### config.mk
export PLATFORM = sky130hd
export DESIGN_NAME = fifosync
export DESIGN_NICKNAME = d
export VERILOG_FILES = /design/src/rtl/fifosync.sv
export SDC_FILE = /design/constraint.sdc
export NUM_CORES = 1
export LEC_CHECK = 0
export CAP_MARGIN = 5
export CORE_ASPECT_RATIO = 0.5
export CORE_MARGIN = 2
export CORE_UTILIZATION = 65
export DETAILED_ROUTE_END_ITERATION = 12
export PLACE_DENSITY = 0.87
export SLEW_MARGIN = 20
export SYNTH_ARGS = -nofsm -noshare
export SYNTH_HDL_FRONTEND = slang
export SYNTH_SLANG_ARGS = --single-unit
### constraint.sdc
create_clock -name clk -period 10.1 [get_ports clk]
set_clock_uncertainty 0.15 [all_clocks]
set_input_delay 1.515 -clock clk [delete_from_list [all_inputs] [get_ports clk]]
set_output_delay 1.515 -clock clk [all_outputs]
set_load 0.01 [all_outputs]
### src/rtl/fifosync.sv
// Single-clock synchronous FIFO with occupancy count, programmable almost-full/
// almost-empty thresholds, sticky overflow/underflow flags and optional FWFT read.
module fifosync #(
    parameter int DW       = 16,
    parameter int AW       = 4,
    parameter int AF_LEVEL = (1 << AW) - 2,
    parameter int AE_LEVEL = 2,
    parameter bit FWFT     = 1'b0
) (
    input  logic          clk,
    input  logic          rst,
    input  logic          wr_en,
    input  logic [DW-1:0] wr_data,
    output logic          full,
    output logic          almost_full,
    input  logic          rd_en,
    output logic [DW-1:0] rd_data,
    output logic          empty,
    output logic          almost_empty,
    output logic [AW:0]   count,
    output logic          overflow,
    output logic          underflow
);
    localparam int          DEPTH  = 1 << AW;
    localparam logic [AW:0] AF_THR = AF_LEVEL[AW:0];
    localparam logic [AW:0] AE_THR = AE_LEVEL[AW:0];

    logic [DW-1:0] mem [DEPTH];

    logic [AW:0] wr_ptr_q, wr_ptr_d;
    logic [AW:0] rd_ptr_q, rd_ptr_d;
    logic        overflow_q, overflow_d;
    logic        underflow_q, underflow_d;
    logic        wr_acc, rd_acc;

    // Flags look only at registered pointers, so request inputs never reach them.
    assign full         = (wr_ptr_q ^ rd_ptr_q) == {1'b1, {AW{1'b0}}};
    assign empty        = (wr_ptr_q == rd_ptr_q);
    assign count        = wr_ptr_q - rd_ptr_q;
    assign almost_full  = (count >= AF_THR);
    assign almost_empty = (count <= AE_THR);
    assign overflow     = overflow_q;
    assign underflow    = underflow_q;

    assign wr_acc = wr_en & ~full;
    assign rd_acc = rd_en & ~empty;

    always_comb begin
        wr_ptr_d    = wr_ptr_q;
        rd_ptr_d    = rd_ptr_q;
        overflow_d  = overflow_q | (wr_en & full);
        underflow_d = underflow_q | (rd_en & empty);
        if (wr_acc) wr_ptr_d = wr_ptr_q + 1'b1;
        if (rd_acc) rd_ptr_d = rd_ptr_q + 1'b1;
    end

    // NOTE: sequential state uses non-blocking assignments so every register
    // samples the pre-edge values of the others, independent of block order.
    always_ff @(posedge clk) begin
        if (rst) begin
            wr_ptr_q    <= '0;
            rd_ptr_q    <= '0;
            overflow_q  <= 1'b0;
            underflow_q <= 1'b0;
        end else begin
            wr_ptr_q    <= wr_ptr_d;
            rd_ptr_q    <= rd_ptr_d;
            overflow_q  <= overflow_d;
            underflow_q <= underflow_d;
        end
    end

    // NOTE: storage is deliberately not reset; zeroed pointers make stale
    // contents unreachable, and leaving it reset-free keeps it RAM-mappable.
    always_ff @(posedge clk) begin
        if (!rst && wr_acc) mem[wr_ptr_q[AW-1:0]] <= wr_data;
    end

    generate
        if (FWFT) begin : g_fwft
            assign rd_data = empty ? '0 : mem[rd_ptr_q[AW-1:0]];
        end else begin : g_std
            logic [DW-1:0] rd_data_q;
            always_ff @(posedge clk) begin
                if (rst)         rd_data_q <= '0;
                else if (rd_acc) rd_data_q <= mem[rd_ptr_q[AW-1:0]];
            end
            assign rd_data = rd_data_q;
        end
    endgenerate
endmodule

Word level (Yosys, flattened, before mapping)
Memories as Yosys holds them, arrays and structs flattened. A register that Yosys moved wholly into a read port is not among the register bits.
Index checks and enable logic that the tools add are counted.
{"block": "op_classes", "n_addsub": 3, "order_cmp": 2, "eq_ne": 2, "muxes": 2, "bitwise_logic": 9, "n_reduce_logical": 2}
{"cell": "5-bit by 1-bit adder with 5-bit output, second input constant", "count": 2}
{"cell": "5-bit == test", "count": 1}
{"cell": "5-bit == test, second input constant", "count": 1}
{"cell": "5-bit by 4-bit greater-or-equal comparator with 1-bit output, second input constant", "count": 1}
{"cell": "5-bit by 2-bit less-or-equal comparator with 1-bit output, second input constant", "count": 1}
{"cell": "5-bit subtractor", "count": 1}
{"cell": "5-bit bitwise XOR", "count": 1}
{"cell": "1-bit AND", "count": 4}
{"cell": "1-bit 2-to-1 mux", "count": 2}
{"cell": "1-bit inverter", "count": 2}
{"cell": "1-bit bitwise OR", "count": 2}
{"cell": "1-bit logical AND", "count": 1}
{"cell": "1-bit zero test", "count": 1}
{"block": "totals", "ff_bits": 12, "ram_bits": 256, "in_bits": 20, "output_inout_bits": 27, "wordCells": 25, "n_memories": 1}
{"memory": "mem", "depth": 16, "word_bits": 16, "rd": 1, "rd_clocked_by_memory_dff": 1, "wr": 1, "line_no": "28", "source": "logic [DW-1:0] mem [DEPTH];"}

Depth between registers and ports, before layout
Gate-level depths: netlist of the first run.
{"block": "depth", "depth_word": 7, "ltp_mapped": 11, "mapped_depth_nobuf": 8}

Least setup slack after synthesis of the first run
No wires, ideal clock.
{"block": "synth_timing", "path_kind": "register to output", "from": "register rd_ptr_q[1]", "to": "output port almost_empty", "arrival_ns": 2.253, "required_time_ns": 8.435, "setup_slack_ns": 6.182, "stages_incl_launch_ff": 10, "path_buffers": 3, "path_cell_list": "dfxtp_1 -> buf_4 -> buf_6 -> buf_2 -> inv_1 -> fa_1 -> a21o_2 -> a21oi_1 -> xnor2_1 -> a211oi_1"}
{"block": "synth_between", "elab_chain_cells": 2}
{"item": "start, declared", "line_no": "31", "source": "logic [AW:0] rd_ptr_q, rd_ptr_d;"}
{"item": "start signal, assigned", "line_no": "67", "source": "rd_ptr_q <= rd_ptr_d;"}
{"item": "5-bit subtractor", "line_no": "39", "source": "assign count = wr_ptr_q - rd_ptr_q;"}
{"item": "via count[4]", "line_no": "20", "source": "output logic [AW:0] count,"}
{"item": "5-bit by 2-bit less-or-equal comparator with 1-bit output", "line_no": "41", "source": "assign almost_empty = (count <= AE_THR);"}
{"item": "end, declared", "line_no": "19", "source": "output logic almost_empty,"}
The timed path passes the listed nets, and every way through them passes these cells.

Worst setup path after layout of the first run
{"block": "layout_timing", "from": "register rd_ptr_q[2]", "to": "output port almost_empty"}
{"block": "layout_between", "elab_chain_cells": 2}
{"item": "5-bit subtractor", "line_no": "39"}
{"item": "5-bit by 2-bit less-or-equal comparator with 1-bit output", "line_no": "41"}
No other way between the ends.

==> reports/results.tsv, run 1 <==
metric	value	unit
result of the run	complete, no violations	
Sw Share	0.2385	
slowest CP cell	dfxtp_2	
hold_sp	underflow$_SDFF_PP0_	
DR vias	6257	
area leader, netlist	edfxtp_1	
final hold vios	0	
static leakage	3.930	nW
I/O Pins	47	
Clk pwr share	0.331	
Arr. time, crit path	3.44	ns
FMAX	0.1958	GHz
mapped cell area	11150	um2
post-cts gate resize count	0	
Avg Cell Area, Syn	17.78	um2
Initial DRT Pass Iterations	5	
NetSw	0.0006009	W
Detailed Route Iter0 Violations	829	
CTS Buf Count	23	
Setup crit end kind	primary output	
Critical Path RT	8.44	ns
FP Rows	33	
Post-DP HPWL	14260	um
Top FF cell, synth	edfxtp_1	
Slowest Stage Delay on Critical Path	1.00	ns
Die ar.	18280	um2
syn nets	657	
Post-synth EDFFs	256	
synth unique cells	42	
Worst Path Buf+Inv	2	
Initial Utilization	0.6718	
# diodes	0	
cts hold-fix bufs	0	
PD cells	200.4	nW/um2
Die W	189.2	um
final net count	710	
Reg2Reg Depth	7	
global route total overflow	0	
worst r2r dst	mem[11][3]$_DFFE_PP_	
Worst Hold Depth	2	
fraction of layout cells with a size suffix above 1	0.1564	
final setup violating endpoints	0	
YS warnings	0	
worst-margin pin slew	1.090	ns
Final GP Congestion	0.8026	
setup bufs post-CTS	0	
crit-path cells	inv_1 -> ha_1 -> a21o_2 -> a21oi_1 -> xnor2_1 -> a211oi_1 -> clkdlybuf4s50_1	
first-pass GRT wire length	38290	um
fraction of power consumed by sequential logic	0.528	
Syn Inst Count	627	
Die H	96.62	um
Synth async-reset ratio	0	
minimum clock period	5.107	ns
CP Class	register to primary output	
Core Util, Final	0.7577	
Avg WL per Cell	28.30	um
CTS tree	built	
DRC	0	
Setup TNS Final	0	ns
Cell Int Power	0.001919	W
worst-path maximum fanout	39	
Peak VDD IR	0.1081	mV
vias in the first global route	6211	
commonest cells after routing, fill and taps aside	256 x edfxtp_1, 65 x mux2i_1, 46 x clkdlybuf4s50_1, 36 x nor2_1	
fillers	862	
Total GRT Usage	0.2912	
area share of the largest cell type after synthesis	0.6894	
commonest non-fill, non-tap cell in the layout	edfxtp_1	
largest net degree at the start of global routing	54	
CTS root buffer	clkbuf_16	
FF+latch count, synth	284	
htree depth	1	
Final Cycle Share	0.5057	
final wirelength	26150	um
Comb power frac	0.141	
Reg2Reg Setup Slack	5.74	ns
Max-cap violations	0	
Slew HR	0.2726	
CTS max path bufs	3	
ranking of synthesized cells by area	edfxtp_1 69%, mux4_2 6.5%, mux2i_1 5.8%	
Clk pin slew, worst setup/hold paths	0.07	ns
via/cell ratio	6.772	
unrepaired setup endpoints after global routing	false	
clk sinks	284	
Crit path max-delay family	flip-flops	
Final ANT Viol Nets	0	
sequential fraction of the synthesis area	0.7397	
startpoint types	register	
Area Overhead vs Synth	12.78	%
Slew Viols, Final	0	
reg2reg start	rd_ptr_q[3]$_SDFFE_PP0P_	
number of port buffers	46	
Core Region	16600	um2
HP Class	register to register	
antenna violations before repair	0	
hold path endpoint	underflow$_SDFF_PP0_	
Worst-Skew Late Latency	0.52	ns
[cell usage after synthesis, types with 3 or more instances]
| library cell | number |
|---|---|
| a21oi_1 | 5 |
| nand3_1 | 3 |
| dfxtp_1 | 28 |
| mux4_2 | 32 |
| mux2i_1 | 65 |
| clkbuf_1 | 10 |
| nor3_1 | 20 |
| inv_1 | 8 |
| a211oi_1 | 20 |
| ha_1 | 9 |
| nand2_1 | 23 |
| edfxtp_1 | 256 |
| o22ai_1 | 32 |
| buf_4 | 7 |
| xnor2_1 | 8 |
| buf_2 | 13 |
| o21ai_0 | 3 |
| nor2_1 | 40 |
| mux2_2 | 16 |
[cells by family after synthesis]
| family | synth area share |
|---|---|
| flops | 0.7397 |
| mux | 0.1391 |
| simple gates | 0.03905 |
| compound gates | 0.04208 |
| buf+inv | 0.01885 |
| xor+xnor | 0.009314 |
| fa+ha+maj | 0.01189 |
[power groups by stage]
stage	Sequential, W	Combinational (W)	Clock (W)
2_1_floorplan	0.00135	0.000214	0
3_3_place_gp	0.00135	0.000336	0
3_5_place_dp	0.00135	0.000345	0
4_1_cts	0.00133	0.000352	0.000837
5_1_grt	0.00133	0.000377	0.000885
6_report	0.00133	0.000355	0.000835
[sequential cells by signal, indices dropped and copies added, names as in the netlist]
signal and cells:
mem 256, rd_data 16, rd_ptr_q 5, wr_ptr_q 5, overflow 1, underflow 1
[how the worst max path moves through the flow]
| stage | startpoint | endpoint | cells past startpoint |
|---|---|---|---|
| after floorplan | rd_ptr_q[1]$_SDFFE_PP0P_ | almost_empty | 9 |
| after global placement | rd_ptr_q[2]$_SDFFE_PP0P_ | almost_empty | 7 |
| after detailed placement | rd_ptr_q[2]$_SDFFE_PP0P_ | almost_empty | 7 |
| after CTS | rd_ptr_q[2]$_SDFFE_PP0P_ | almost_empty | 7 |
| after global routing | rd_ptr_q[2]$_SDFFE_PP0P_ | almost_empty | 7 |
| final | rd_ptr_q[2]$_SDFFE_PP0P_ | almost_empty | 7 |
[final cells by class]
| class | count | area, um2 | share of cell area |
|---|---|---|---|
| clock buffers | 29 | 598.1 | 0.04756 |
| repair buffers | 61 | 573.1 | 0.04557 |
| well taps | 227 | 284.0 | 0.02258 |
| flip-flops and latches | 284 | 8254 | 0.6564 |
| inverters | 9 | 33.78 | 0.002686 |
| clock inverters | 13 | 85.08 | 0.006766 |
| multi-input cells | 301 | 2748 | 0.2185 |
[stage by stage]
| step | hold WS [ns] | cell area, um2 | power, W | cells | worst slack, ns |
|---|---|---|---|---|---|
| finish | 0.3265 | 12580 | 0.002520 | 924 | 4.993 |
| global route | 0.3831 | 12580 | 0.002592 | 924 | 4.836 |
| CTS | 0.3347 | 12550 | 0.002517 | 924 | 5.000 |
| detailed placement | 0.3177 | 11870 | 0.001698 | 882 | 5.543 |
| global placement | 0.3056 | 11870 | 0.001689 | 882 | 5.636 |
| floorplan | 0.3522 | 11150 | 0.001563 | 627 | 6.182 |
[worst min-delay path, delay by kind of cell, from the launching register on]
family          cells  cell delay [ns]
simple gates        1             0.07
flops               1             0.33
compound gates      1             0.04
[metal layers]
metal  part of all wire  wire length (um)  track usage  vias up
met3               0.13              3423      0.09724       78
li1                   -                 -            -     2588
met1               0.38              9899       0.4039     3131
met5                  0                 0            0        -
met4              0.031               814      0.09958        0
met2               0.46             12010       0.4410      460
Note: power is estimated with default switching activity, not from simulation.
==> run 2, diff against run 1 <==
--- a/config.mk
+++ b/config.mk
@@ -8,9 +8,9 @@
 export CAP_MARGIN = 5
 export CORE_ASPECT_RATIO = 0.5
 export CORE_MARGIN = 2
-export CORE_UTILIZATION = 65
+export CORE_UTILIZATION = 60
 export DETAILED_ROUTE_END_ITERATION = 12
-export PLACE_DENSITY = 0.87
+export PLACE_DENSITY = 0.81
 export SLEW_MARGIN = 20
 export SYNTH_ARGS = -nofsm -noshare
 export SYNTH_HDL_FRONTEND = slang
==> constraint.sdc (replaced) <==
create_clock -name clk -period 4.9 [get_ports clk]
set_clock_uncertainty 0.15 [all_clocks]
set_input_delay 0.735 -clock clk [delete_from_list [all_inputs] [get_ports clk]]
set_output_delay 0.735 -clock clk [all_outputs]
set_load 0.01 [all_outputs]
==> run 2 against run 1 <==
Cell count grew 2.2%. Count of clock-buffer cells in the layout grew 5. Setup slack lost 4.0 ns. Largest power group unchanged. Critical path type unchanged. Total power grew 110%. Wire length shrank 4.3%.
==> reports/results.tsv, run 2 (synthesized netlist as in run 1, its figures left out) <==
metric	value	unit
Setup TNS Final	0	ns
result of the run	complete, no violations	
number of port buffers	46	
htree depth	1	
first-pass GRT wire length	36890	um
CTS Buf Count	24	
Clk pin slew, worst setup/hold paths	0.07	ns
Final ANT Viol Nets	0	
global route total overflow	0	
CP Class	register to primary output	
worst r2r dst	mem[14][10]$_DFFE_PP_	
static leakage	3.997	nW
Worst Path Buf+Inv	2	
DR vias	6143	
commonest non-fill, non-tap cell in the layout	edfxtp_1	
final setup violating endpoints	0	
Place WS	1.267	ns
Reg2Reg Depth	6	
final wirelength	25020	um
Final GP Congestion	0.8646	
FMAX	0.2555	GHz
Slew HR	0.2426	
setup bufs post-CTS	0	
CTS tree	built	
FP Rows	35	
Post-DP HPWL	14180	um
Critical Path RT	4.01	ns
CTS max path bufs	3	
Reg2Reg Setup Slack	1.11	ns
crit-path cells	inv_1 -> ha_1 -> nor2b_1 -> o21a_1 -> or3_1 -> a211oi_1 -> clkdlybuf4s50_1	
cts hold-fix bufs	0	
startpoint types	register	
via/cell ratio	6.507	
final net count	716	
Detailed Route Iter0 Violations	741	
unrepaired setup endpoints after global routing	false	
Die ar.	19760	um2
post-cts gate resize count	0	
Die H	100.4	um
Layout Cells excl Fill	944	
I/O Pins	47	
Arr. time, crit path	3.03	ns
largest net degree at the start of global routing	54	
clk sinks	284	
HP Class	register to register	
Die W	196.8	um
hold path endpoint	overflow$_SDFF_PP0_	
# diodes	0	
Worst Setup SP	rd_ptr_q[1]$_SDFFE_PP0P_	
PD cells	419.1	nW/um2
worst-margin pin slew	1.135	ns
Worst Hold Depth	2	
Total GRT Usage	0.2591	
antenna violations before repair	0	
Placed Cells	900	
DRC	0	
minimum clock period	3.914	ns
Crit path max-delay family	buffers and inverters	
Area Overhead vs Synth	13.95	%
commonest cells after routing, fill and taps aside	256 x edfxtp_1, 65 x mux2i_1, 46 x clkdlybuf4s50_1, 36 x nor2_1	
Max-cap violations	0	
final hold vios	0	
fillers	1128	
vias in the first global route	6075	
fraction of layout cells with a size suffix above 1	0.1705	
slowest CP cell	dfxtp_4	
setup ws final	0.9861	ns
Setup crit end kind	primary output	
Initial DRT Pass Iterations	5	
Slew Viols, Final	0	
hold_sp	overflow$_SDFF_PP0_	
max FFs per register	256	
Peak VDD IR	0.2457	mV
Initial Utilization	0.6092	
worst-path maximum fanout	20	
worst hold slack	0.3156	ns
reg2reg start	wr_ptr_q[2]$_SDFFE_PP0N_	
Worst-Skew Late Latency	0.52	ns
Final Cycle Share	0.7988	
Core Region	18310	um2
Avg WL per Cell	26.50	um
CTS root buffer	clkbuf_16	
Slowest Stage Delay on Critical Path	0.57	ns
-- run 2: changes by cell type in the layout (fill, tap and decap cells not counted), moves of 2 or more --
cell,before,now
buf_4,15,20
clkbuf_16,23,25
clkbuf_8,0,3
clkinv_1,8,3
clkinv_2,4,6
-- run 2: stage by stage --
step / power (W) / instance area (um2) / util
floorplan: 0.003221 / 11150 / -
global placement: 0.003487 / 11920 / 0.6513
detailed placement: 0.003500 / 11920 / 0.6513
CTS: 0.005329 / 12690 / 0.6930
global route: 0.005479 / 12710 / 0.6941
finish: 0.005325 / 12710 / 0.6941
-- run 2: tightest hold or removal path, cell delays in order (launching register included) --
cell and delay (ns):
dfxtp_1 0.32, a21oi_1 0.04, nor2_1 0.07
-- run 2: how the worst max path moves through the flow --
| stage | endpoint | slack, ns | cells after the start |
|---|---|---|---|
| final | almost_empty | 0.99 | 7 |
| after floorplan | mem[3][0]$_DFFE_PP_ | 1.09 | 10 |
| after global routing | almost_empty | 0.83 | 7 |
| after detailed placement | mem[14][10]$_DFFE_PP_ | 1.27 | 6 |
| after global placement | mem[14][10]$_DFFE_PP_ | 1.41 | 6 |
| after CTS | almost_empty | 0.96 | 7 |
-- run 2: layout make-up --
| class | count | area [um2] | share of cell area |
|---|---|---|---|
| Sequential cell | 284 | 8254 | 0.6496 |
| Multi-Input combinational cell | 301 | 2743 | 0.2159 |
| Clock buffer | 34 | 689.4 | 0.05426 |
| Timing Repair Buffer | 66 | 610.6 | 0.04806 |
| Tap cell | 240 | 300.3 | 0.02363 |
| Clock inverter | 10 | 75.07 | 0.005908 |
| Inverter | 9 | 33.78 | 0.002659 |
-- run 2: power breakdown --
| group | switching, W | total, W | internal (W) |
|---|---|---|---|
| clock | 0.000819 | 0.00185 | 0.00103 |
| combinational | 0.000388 | 0.000733 | 0.000344 |
| sequential | 0.0000464 | 0.00274 | 0.00269 |
| total | 0.00125 | 0.00533 | 0.00407 |
-- run 2: layer usage --
metal / part of all wire / routed length, um / up-vias / GRT usage
li1: - / - / 2601 / -
met1: 0.41 / 10230 / 3060 / 0.3781
met2: 0.45 / 11330 / 413 / 0.4017
met3: 0.11 / 2788 / 69 / 0.05612
met4: 0.027 / 668 / 0 / 0.07692
met5: 0 / 0 / - / 0
==> run 3, diff against run 2 <==
==> constraint.sdc (replaced) <==
create_clock -name clk -period 4.09 [get_ports clk]
set_clock_uncertainty 0.15 [all_clocks]
set_input_delay 0.6135 -clock clk [delete_from_list [all_inputs] [get_ports clk]]
set_output_delay 0.6135 -clock clk [all_outputs]
set_load 0.01 [all_outputs]
==> run 3 against run 2 <==
Wire length is 6.2% lower. First-iteration DRC count fell by 27%. Flip-flop and latch count is the same. Cell count is 1.1% higher. Sequential share of layout area fell by 0.65 points. Sequential power increased by 19%. Critical path depth rose by 2. Count of clock-buffer cells in the layout stayed put. Critical endpoint unchanged. Largest power group unchanged. Highest routed layer unchanged.
==> reports/results.tsv, run 3 (synthesized netlist as in run 1, its figures left out) <==
metric	value	unit
Worst Hold Depth	2	
Core Util, Final	0.7012	
DRC	0	
first-pass GRT wire length	35610	um
CTS root buffer	clkbuf_16	
worst r2r dst	mem[9][7]$_DFFE_PP_	
Reg2Reg Setup Slack	1.11	ns
FMAX	0.2653	GHz
fraction of power consumed by sequential logic	0.501	
vias in the first global route	5966	
commonest cells after routing, fill and taps aside	256 x edfxtp_1, 65 x mux2i_1, 46 x clkdlybuf4s50_1, 36 x nor2_1	
worst-path maximum fanout	4	
Core Region	18310	um2
Die H	100.4	um
largest net degree at the start of global routing	54	
minimum clock period	3.770	ns
Initial DRT Pass Iterations	4	
hold path endpoint	underflow$_SDFF_PP0_	
Setup crit end kind	primary output	
dpl cell area	12000	um2
Peak VDD IR	0.3002	mV
Post-DP HPWL	13360	um
final net count	726	
Cell Int Power	0.005064	W
final wirelength	23470	um
CTS Buf Count	24	
PD cells	508.2	nW/um2
reg2reg start	wr_ptr_q[2]$_SDFFE_PP0N_	
htree depth	1	
Comb power frac	0.132	
global route total overflow	0	
max FFs per register	256	
Max-cap violations	0	
CTS max path bufs	3	
Placed Cells	910	
Arr. time, crit path	3.01	ns
Area Overhead vs Synth	15.10	%
I/O Pins	47	
Clk pin slew, worst setup/hold paths	0.07	ns
Layout Cells excl Fill	954	
HP Class	register to register	
worst-margin pin slew	1.132	ns
Slew Viols, Final	0	
Detailed Route Iter0 Violations	538	
via/cell ratio	6.303	
CP Class	register to primary output	
Reg2Reg Depth	6	
Slew HR	0.2454	
unrepaired setup endpoints after global routing	false	
FP Rows	35	
Worst-Skew Late Latency	0.52	ns
Clk pwr share	0.367	
Critical Path RT	3.33	ns
Final GP Congestion	0.8397	
number of port buffers	46	
post-cts gate resize count	0	
Setup TNS Final	0	ns
Sw Share	0.2236	
final hold vios	0	
Initial Utilization	0.6092	
hold_sp	underflow$_SDFF_PP0_	
post-route cell area	12830	um2
Die ar.	19760	um2
final setup violating endpoints	0	
Die W	196.8	um
clk sinks	284	
# diodes	0	
Final ANT Viol Nets	0	
Avg WL per Cell	24.60	um
commonest non-fill, non-tap cell in the layout	edfxtp_1	
static leakage	4.075	nW
cts hold-fix bufs	0	
startpoint types	register	
total chip power	0.006523	W
DR vias	6013	
Final Cycle Share	0.9216	
fraction of layout cells with a size suffix above 1	0.1835	
setup bufs post-CTS	0	
Total GRT Usage	0.2458	
antenna violations before repair	0	
NetSw	0.001459	W
result of the run	complete, no violations	
CTS tree	built	
## run 3: metal layers
layer / global-route usage / wire length [um]
met1: 0.3615 / 9948
met4: 0.07114 / 536
met2: 0.3830 / 10740
met5: 0 / 0
met3: 0.04738 / 2241
## run 3: power by group through the flow
stage,sequential (W),combinational (W),clock (W)
after global placement,0.00333,0.000838,0
after global routing,0.00327,0.000931,0.00254
after detailed placement,0.00333,0.000857,0
after CTS,0.00327,0.000863,0.00242
final,0.00327,0.000861,0.00239
after floorplan,0.00333,0.000528,0
## run 3: final cells by class
cell class                 count  area [um2]
clock inverter                10       148.9
multi-input combinational    301        2723
clock buffer                  34       689.4
tap                          240       300.3
timing repair buffer          76       685.7
inverter                       9       33.78
fill                        1128        5470
sequential                   284        8254
## run 3: worst max-delay path, stage by stage, from the launching register on
cell and delay, ns:
dfxtp_1 0.34, inv_1 0.15, ha_1 0.19, inv_1 0.06, fa_1 0.40, a21o_2 0.22
a21oi_1 0.18, xnor2_1 0.13, a211oi_1 0.25, clkdlybuf4s50_1 0.57
## run 3: through the flow
| step | hold WS [ns] | setup WS, ns |
|---|---|---|
| CTS | 0.3240 | 0.2937 |
| global placement | 0.3007 | 0.9726 |
| global route | 0.3575 | 0.1283 |
| floorplan | 0.3522 | 0.2835 |
| finish | 0.3200 | 0.3205 |
| detailed placement | 0.3077 | 0.8374 |
## run 3: worst max-delay path by stage
stage                                   from                  end  slack [ns]  cells after the start
global placement    wr_ptr_q[0]$_SDFFE_PP0N_         almost_empty        0.97                      9
floorplan           rd_ptr_q[1]$_SDFFE_PP0P_  mem[3][0]$_DFFE_PP_        0.28                     10
global route        wr_ptr_q[0]$_SDFFE_PP0N_         almost_empty        0.13                      9
detailed placement  wr_ptr_q[0]$_SDFFE_PP0N_         almost_empty        0.84                      9
CTS                 wr_ptr_q[0]$_SDFFE_PP0N_         almost_empty        0.29                      9
finish              wr_ptr_q[0]$_SDFFE_PP0N_         almost_empty        0.32                      9
